===== src/rtl/muldiv_pkg.sv =====
// Shared definitions for the iterative multiply/divide unit: operation
// encodings (also used by the control decoder and hazard unit) and the
// sequencer state encoding.
package muldiv_pkg;

  typedef enum logic [1:0] {
    MD_MULT  = 2'b00,
    MD_MULTU = 2'b01,
    MD_DIV   = 2'b10,
    MD_DIVU  = 2'b11
  } md_op_e;

  typedef enum logic [1:0] {
    IDLE = 2'b00,
    RUN  = 2'b01,
    FIX  = 2'b10
  } md_state_e;

  // Divide operations have the upper encoding bit set.
  function automatic logic md_is_div(input md_op_e op);
    return op[1];
  endfunction

  // Signed operations have the lower encoding bit clear.
  function automatic logic md_is_signed(input md_op_e op);
    return ~op[0];
  endfunction

endpackage


===== src/rtl/muldiv_sign_fix.sv =====
// Final result correction: turns the unsigned magnitude result of the
// iterative datapath into the architectural {Hi, Lo} value, applying
// operand signs and the divide-by-zero convention.
module muldiv_sign_fix
  import muldiv_pkg::*;
#(
  parameter int DATA_W = 32
) (
  input  logic [2*DATA_W-1:0] raw_result,
  input  md_op_e              op,
  input  logic                sign_a,
  input  logic                sign_b,
  input  logic                div_by_zero,
  input  logic [DATA_W-1:0]   a_orig,
  output logic [2*DATA_W-1:0] result
);

  function automatic logic [DATA_W-1:0] neg_w(input logic [DATA_W-1:0] v);
    return ~v + {{(DATA_W-1){1'b0}}, 1'b1};
  endfunction

  function automatic logic [2*DATA_W-1:0] neg_2w(input logic [2*DATA_W-1:0] v);
    return ~v + {{(2*DATA_W-1){1'b0}}, 1'b1};
  endfunction

  logic [DATA_W-1:0] quo_s;
  logic [DATA_W-1:0] rem_s;

  // Select the corrected result for the current operation.
  always_comb begin
    result = raw_result;
    quo_s  = raw_result[DATA_W-1:0];
    rem_s  = raw_result[2*DATA_W-1:DATA_W];
    case (op)
      MD_MULT: begin
        if (sign_a ^ sign_b) begin
          result = neg_2w(raw_result);
        end else begin
          result = raw_result;
        end
      end
      MD_MULTU: begin
        result = raw_result;
      end
      MD_DIV: begin
        if (div_by_zero) begin
          result = {a_orig, {DATA_W{1'b1}}};
        end else begin
          // Quotient sign follows sA^sB, remainder follows the dividend.
          if (sign_a ^ sign_b) begin
            quo_s = neg_w(raw_result[DATA_W-1:0]);
          end else begin
            quo_s = raw_result[DATA_W-1:0];
          end
          if (sign_a) begin
            rem_s = neg_w(raw_result[2*DATA_W-1:DATA_W]);
          end else begin
            rem_s = raw_result[2*DATA_W-1:DATA_W];
          end
          result = {rem_s, quo_s};
        end
      end
      MD_DIVU: begin
        if (div_by_zero) begin
          result = {a_orig, {DATA_W{1'b1}}};
        end else begin
          result = raw_result;
        end
      end
      default: begin
        result = raw_result;
      end
    endcase
  end

endmodule


===== src/rtl/muldiv_unit.sv =====
// Iterative multiply/divide unit with architectural HI/LO registers.
// One radix-2 step per cycle; fixed latency of DATA_W+1 cycles from the
// accepted Start to the Done pulse. Busy stalls the pipeline meanwhile.
module muldiv_unit
  import muldiv_pkg::*;
#(
  parameter int DATA_W = 32
) (
  input  logic              Clk,
  input  logic              Reset,
  input  logic              Start,
  input  logic [1:0]        Op,
  input  logic [DATA_W-1:0] A,
  input  logic [DATA_W-1:0] B,
  input  logic              Flush,
  input  logic              HiWrite,
  input  logic              LoWrite,
  input  logic [DATA_W-1:0] WrData,
  output logic              Busy,
  output logic              Done,
  output logic [DATA_W-1:0] Hi,
  output logic [DATA_W-1:0] Lo
);

  localparam int CNT_W = $clog2(DATA_W + 1);

  md_state_e           state_r;
  md_state_e           state_s;
  md_op_e              op_s;
  md_op_e              op_r;
  logic                sign_a_r;
  logic                sign_b_r;
  logic                dbz_r;
  logic [DATA_W-1:0]   a_orig_r;
  logic [DATA_W-1:0]   opnd_r;      // |A| for multiply, |B| for divide
  logic [2*DATA_W-1:0] acc_r;       // product, or {unused, dividend/quotient}
  logic [DATA_W-1:0]   rem_r;       // partial remainder (always < divisor)
  logic [CNT_W-1:0]    cnt_r;
  logic                busy_r;
  logic                done_r;
  logic [DATA_W-1:0]   hi_r;
  logic [DATA_W-1:0]   lo_r;

  logic                sign_a_s;
  logic                sign_b_s;
  logic [DATA_W-1:0]   abs_a_s;
  logic [DATA_W-1:0]   abs_b_s;
  logic                dbz_s;
  logic [DATA_W:0]     mul_sum_s;
  logic [2*DATA_W-1:0] mul_next_s;
  logic [DATA_W:0]     rem_shift_s; // working remainder is one bit wider
  logic [DATA_W:0]     rem_diff_s;
  logic [DATA_W-1:0]   rem_next_s;
  logic [DATA_W-1:0]   quo_next_s;
  logic [2*DATA_W-1:0] raw_s;
  logic [2*DATA_W-1:0] fixed_s;

  assign op_s = md_op_e'(Op);

  // Operand preparation at launch: magnitudes and sign flags.
  always_comb begin
    sign_a_s = md_is_signed(op_s) & A[DATA_W-1];
    sign_b_s = md_is_signed(op_s) & B[DATA_W-1];
    if (sign_a_s) begin
      abs_a_s = ~A + {{(DATA_W-1){1'b0}}, 1'b1};
    end else begin
      abs_a_s = A;
    end
    if (sign_b_s) begin
      abs_b_s = ~B + {{(DATA_W-1){1'b0}}, 1'b1};
    end else begin
      abs_b_s = B;
    end
    dbz_s = md_is_div(op_s) & (B == {DATA_W{1'b0}});
  end

  // One radix-2 step: shift-add multiply and restoring shift-subtract divide.
  always_comb begin
    if (acc_r[0]) begin
      mul_sum_s = {1'b0, acc_r[2*DATA_W-1:DATA_W]} + {1'b0, opnd_r};
    end else begin
      mul_sum_s = {1'b0, acc_r[2*DATA_W-1:DATA_W]};
    end
    mul_next_s  = {mul_sum_s, acc_r[DATA_W-1:1]};
    rem_shift_s = {rem_r, acc_r[DATA_W-1]};
    rem_diff_s  = rem_shift_s - {1'b0, opnd_r};
    if (!rem_diff_s[DATA_W]) begin
      rem_next_s = rem_diff_s[DATA_W-1:0];
      quo_next_s = {acc_r[DATA_W-2:0], 1'b1};
    end else begin
      rem_next_s = rem_shift_s[DATA_W-1:0];
      quo_next_s = {acc_r[DATA_W-2:0], 1'b0};
    end
  end

  // Unsigned result as seen by the sign-correction stage.
  always_comb begin
    if (md_is_div(op_r)) begin
      raw_s = {rem_r, acc_r[DATA_W-1:0]};
    end else begin
      raw_s = acc_r;
    end
  end

  muldiv_sign_fix #(
    .DATA_W (DATA_W)
  ) u_sign_fix (
    .raw_result  (raw_s),
    .op          (op_r),
    .sign_a      (sign_a_r),
    .sign_b      (sign_b_r),
    .div_by_zero (dbz_r),
    .a_orig      (a_orig_r),
    .result      (fixed_s)
  );

  // Next-state logic; Flush always returns to IDLE and blocks a launch.
  always_comb begin
    state_s = state_r;
    case (state_r)
      IDLE: begin
        if (Flush) begin
          state_s = IDLE;
        end else if (Start) begin
          state_s = RUN;
        end else begin
          state_s = IDLE;
        end
      end
      RUN: begin
        if (Flush) begin
          state_s = IDLE;
        end else if (cnt_r == CNT_W'(1)) begin
          state_s = FIX;
        end else begin
          state_s = RUN;
        end
      end
      FIX: begin
        state_s = IDLE;
      end
      default: begin
        state_s = IDLE;
      end
    endcase
  end

  // State register.
  always_ff @(posedge Clk) begin
    if (Reset) begin
      state_r <= IDLE;
    end else begin
      state_r <= state_s;
    end
  end

  // Datapath registers: operand latch at launch, one step per RUN cycle.
  always_ff @(posedge Clk) begin
    if (Reset) begin
      op_r     <= MD_MULT;
      sign_a_r <= 1'b0;
      sign_b_r <= 1'b0;
      dbz_r    <= 1'b0;
      a_orig_r <= {DATA_W{1'b0}};
      opnd_r   <= {DATA_W{1'b0}};
      acc_r    <= {(2*DATA_W){1'b0}};
      rem_r    <= {DATA_W{1'b0}};
      cnt_r    <= {CNT_W{1'b0}};
    end else begin
      case (state_r)
        IDLE: begin
          if (Start && !Flush) begin
            op_r     <= op_s;
            sign_a_r <= sign_a_s;
            sign_b_r <= sign_b_s;
            dbz_r    <= dbz_s;
            a_orig_r <= A;
            rem_r    <= {DATA_W{1'b0}};
            cnt_r    <= CNT_W'(DATA_W);
            if (md_is_div(op_s)) begin
              opnd_r <= abs_b_s;
              acc_r  <= {{DATA_W{1'b0}}, abs_a_s};
            end else begin
              opnd_r <= abs_a_s;
              acc_r  <= {{DATA_W{1'b0}}, abs_b_s};
            end
          end
        end
        RUN: begin
          cnt_r <= cnt_r - CNT_W'(1);
          if (md_is_div(op_r)) begin
            rem_r <= rem_next_s;
            acc_r <= {acc_r[2*DATA_W-1:DATA_W], quo_next_s};
          end else begin
            acc_r <= mul_next_s;
          end
        end
        default: begin
          cnt_r <= cnt_r;
        end
      endcase
    end
  end

  // HI/LO: result write in FIX, MTHI/MTLO only while idle.
  always_ff @(posedge Clk) begin
    if (Reset) begin
      hi_r <= {DATA_W{1'b0}};
      lo_r <= {DATA_W{1'b0}};
    end else if (state_r == FIX && !Flush) begin
      hi_r <= fixed_s[2*DATA_W-1:DATA_W];
      lo_r <= fixed_s[DATA_W-1:0];
    end else if (state_r == IDLE) begin
      if (HiWrite) begin
        hi_r <= WrData;
      end
      if (LoWrite) begin
        lo_r <= WrData;
      end
    end
  end

  // Registered status: Busy tracks the next state, Done marks the HI/LO write.
  always_ff @(posedge Clk) begin
    if (Reset) begin
      busy_r <= 1'b0;
      done_r <= 1'b0;
    end else begin
      busy_r <= (state_s != IDLE);
      done_r <= (state_r == FIX) && !Flush;
    end
  end

  assign Busy = busy_r;
  assign Done = done_r;
  assign Hi   = hi_r;
  assign Lo   = lo_r;

endmodule

===== config.mk =====
export PLATFORM = sky130hd
export DESIGN_NAME = muldiv_unit
export DESIGN_NICKNAME = d
export VERILOG_FILES = /design/src/rtl/muldiv_pkg.sv /design/src/rtl/muldiv_sign_fix.sv /design/src/rtl/muldiv_unit.sv
export SDC_FILE = /design/constraint.sdc
export NUM_CORES = 1
export LEC_CHECK = 0
export CAP_MARGIN = 20
export CORE_MARGIN = 2
export CORE_UTILIZATION = 40
export DETAILED_ROUTE_END_ITERATION = 12
export GPL_TIMING_DRIVEN = 0
export PLACE_DENSITY = 0.69
export SLEW_MARGIN = 0
export SYNTH_ARGS = -nofsm -noshare
export SYNTH_HDL_FRONTEND = slang
export SYNTH_SLANG_ARGS = --single-unit

===== constraint.sdc =====
create_clock -name Clk -period 4.2 [get_ports Clk]
set_input_delay 0.63 -clock Clk [delete_from_list [all_inputs] [get_ports Clk]]
set_output_delay 0.63 -clock Clk [all_outputs]
set_load 0.1 [all_outputs]

==> results_dict.tcl <==
set metrics [dict create \
    status "complete, no violations" \
    wire_per_inst_um 28.6 \
    synthCells 2513 \
    vias 21600 \
    synthTopCellsByCount "nand2_1 (311), a21oi_1 (275), dfxtp_1 (239)" \
    globalRouteOverflowTotal 0 \
    grt_max_degree 20 \
    hold_viol_final 0 \
    fill_cells 4647 \
    vdd_drop_max_v 0.000333 \
    yosysTopAreaCell "dfxtp_1" \
    crit_chain "ha_1 -> nand2_1 -> or3_1 -> o21ai_0 -> a41oi_1 -> o311ai_0 -> a31oi_1 -> mux2i_1 -> nor2_1" \
    grt_setup_unrepaired "false" \
    cts.clk_slew.worst_paths_ns 0.07 \
    crit_type "flip-flop to flip-flop" \
    vias_per_cell 6.46 \
    cp_num_buf_inv 0 \
    synthAdderAreaFrac_pct 4.95 \
    synth_top_family_by_area "compound AO/OA/AOI/OAI gates" \
    startpoint_type "flip-flop" \
    syn_area_um2 18500 \
    finalInstanceArea_um2 22200 \
    fmax_ghz 0.239 \
    synthXorXnorAreaFrac_pct 8.85 \
    tritoncts "built" \
    end_kind "flip-flop" \
    grt_util_all_layers_pct 38.8 \
    io_buffers 168 \
    synth_area_leaders "dfxtp_1 (26%), a21oi_1 (7.4%), nand2_1 (6.3%)" \
    ys_seq_area_share_pct 25.9 \
    period_needed_ns 4.18 \
    synth_compound_area_share_pct 29.1 \
    worst_pin_slew_ns 1.18 \
    max_slew_margin_pct 20.5 \
    clk_latency_ns 0.61 \
    placed_cell_area_um2 21000 \
    power.density_nw_per_um2 329 \
    critPathArrivalTime_ns 4.67 \
    place_congestion 1.02 \
    worst_ep_required_time_ns 4.70 \
    dp.final_hpwl_um 76800 \
    rows 78 \
    fin_skew_ns 0.0187 \
    io_pins 170 \
    synth.top_cell.area_share_pct 25.9 \
    die_w_um 219 \
    first_pass_iters 6 \
    leakage_nw 8.21 \
    synth_cell_type_count 83 \
    synthSimpleGateAreaFrac_pct 21.3 \
    synthToLayoutAreaGrowth_pct 20.0 \
    grt_pass1_vias 20100 \
    cts_buffers 29 \
    critPathSlowestCell "o311ai_0" \
    period_share_pct 99.4 \
    synth_edf_count 0 \
    setup_viol 0 \
    die_height_um 219 \
    antenna_found_initial 2 \
    synthMuxAreaShare_pct 4.69 \
    cp_top_family "compound AO/OA/AOI/OAI gates" \
    cts_max_path_buffers 3 \
    slew_violations 0 \
    holdCritPathClass "flip-flop to flip-flop" \
    max_cap_viol_count 0 \
    cts-root-buf "clkbuf_16" \
    grt_first_pass_wirelength_um 136000 \
    clock-sinks 239 \
    drt-total-wl_um 95600 \
    crit_fanout 7 \
    die_area_um2 48000 \
    drive_gt1_share_pct 5.36 \
    async_flop_share_pct 0 \
    start_util_pct 40.7 \
    cts_max_level 1 \
    synth_most_common_cell "nand2_1" \
    synth.avg_cell_area_um2 7.36 \
    synth-main-ff-cell "dfxtp_1" \
    yosysWarnings 0 \
    cpPeakStageDelay_ns 0.92 \
    final_nets 2902 \
    ant_nets 0 \
    initialDrtViolationCount 2771 \
    syn-num-nets 2689 \
    power.total_mw 7.30 \
    core_area_um2 45500 \
    drc 0 \
    ys_ff_latch 239 \
]
power breakdown:
part           internal (mW)  total (mW)  switching, mW
Clock                   1.52        2.63           1.11
Sequential              2.37        2.51          0.133
Combinational          0.682        2.16           1.48
Total                   4.58        7.30           2.72
flip-flops by register name (all words and copies together), names as in the netlist:
name and count:
acc_r 64, Hi 32, Lo 32, a_orig_r 32
opnd_r 32, rem_r 32, cnt_r 6, op_r 2
state_r 2, Busy 1, Done 1, dbz_r 1
sign_a_r 1, sign_b_r 1
through the flow:
step / setup WS (ns) / hold slack, ns / utilization [%] / cells / TNS, ns
finish: 0.0243 / 0.450 / 48.8 / 3346 / 0
detailed placement: -2.03 / 0.446 / 46.1 / 3286 / -47.18
floorplan: 0.0362 / 0.431 / - / 2513 / 0
global route: 0.0379 / 0.466 / 48.8 / 3345 / 0
CTS: 0.0115 / 0.454 / 48.7 / 3339 / 0
global placement: -2.09 / 0.443 / 46.0 / 3281 / -137.56
cell type report:
type,instances,area (um^2),area share [%]
diodes,1,2.50,0.0113
plain buffers,181,771,3.47
clock buffers,37,796,3.58
clock inverters,13,168,0.755
inverters,68,255,1.15
multi-input cells,2023,12900,58.0
flip-flops and latches,239,4790,21.6
well taps,600,751,3.38
repair buffers,184,1800,8.09
path summary, 6_finish.rpt:
kind / start / endpoint / slack [ns] / depth (start not counted)
worst max-delay path: acc_r[39] / acc_r[62] / 0.02 / 9
worst min-delay path: Lo[29] / Lo[29] / 0.45 / 2
worst max register to register: acc_r[39] / acc_r[62] / 0.02 / 9
worst min register to register: Lo[29] / Lo[29] / 0.45 / 2
kinds of logic (layout without fill, tap and decap cells):
| logic type | count (synthesis) | in the layout |
|---|---|---|
| AO/OA/AOI/OAI | 828 | 828 |
| XOR/XNOR | 187 | 187 |
| adder cells (fa/ha/maj) | 72 | 72 |
| buffers and inverters | 251 | 483 |
| flip-flops | 239 | 239 |
| multiplexers | 86 | 86 |
| other | 0 | 1 |
| AND/OR/NAND/NOR | 850 | 850 |
metal layers:
layer  routed length (um)  global-route usage (%)
met1                39500                    52.3
met4                 5460                    19.1
met2                41100                    59.5
met3                 9460                    6.68
met5                   13                       0
timing repair:
| item | CTS | global route |
|---|---|---|
| cloned | 0 | 0 |
| hold buffers | 0 | 0 |
| pin swaps | 3 | 4 |
| setup endpoints to repair | 52 | 41 |
| gates resized for setup | 37 | 7 |
| buffers inserted | 4 | 7 |
worst min-delay path, delay by kind of cell (launching register included):
family / cells / cell delay (ns)
and+or+nand+nor: 1 / 0.05
DFF: 1 / 0.30
AOI/OAI and AO/OA: 1 / 0.05
cell usage in the layout, fill, tap and decap left out, types with 14 or more instances in the layout:
| master | instances |
|---|---|
| a211oi_1 | 29 |
| xnor2_1 | 110 |
| a21o_1 | 41 |
| ha_1 | 69 |
| clkdlybuf4s50_1 | 168 |
| dfxtp_1 | 238 |
| nor3_1 | 53 |
| clkbuf_1 | 158 |
| o221ai_1 | 36 |
| nand2_1 | 311 |
| nand2b_1 | 18 |
| mux2i_1 | 79 |
| inv_1 | 65 |
| clkbuf_16 | 30 |
| o21ai_0 | 133 |
| o211ai_1 | 45 |
| and3_1 | 21 |
| nor2_1 | 227 |
| nand3_1 | 74 |
| or4_1 | 15 |
| xor2_1 | 75 |
| or3_1 | 25 |
| a31oi_1 | 41 |
| nor4_1 | 14 |
| nor2b_1 | 16 |
| a221oi_1 | 21 |
| buf_4 | 14 |
| a21oi_1 | 274 |
| o31ai_1 | 29 |
(Power assumes the default switching activity.)
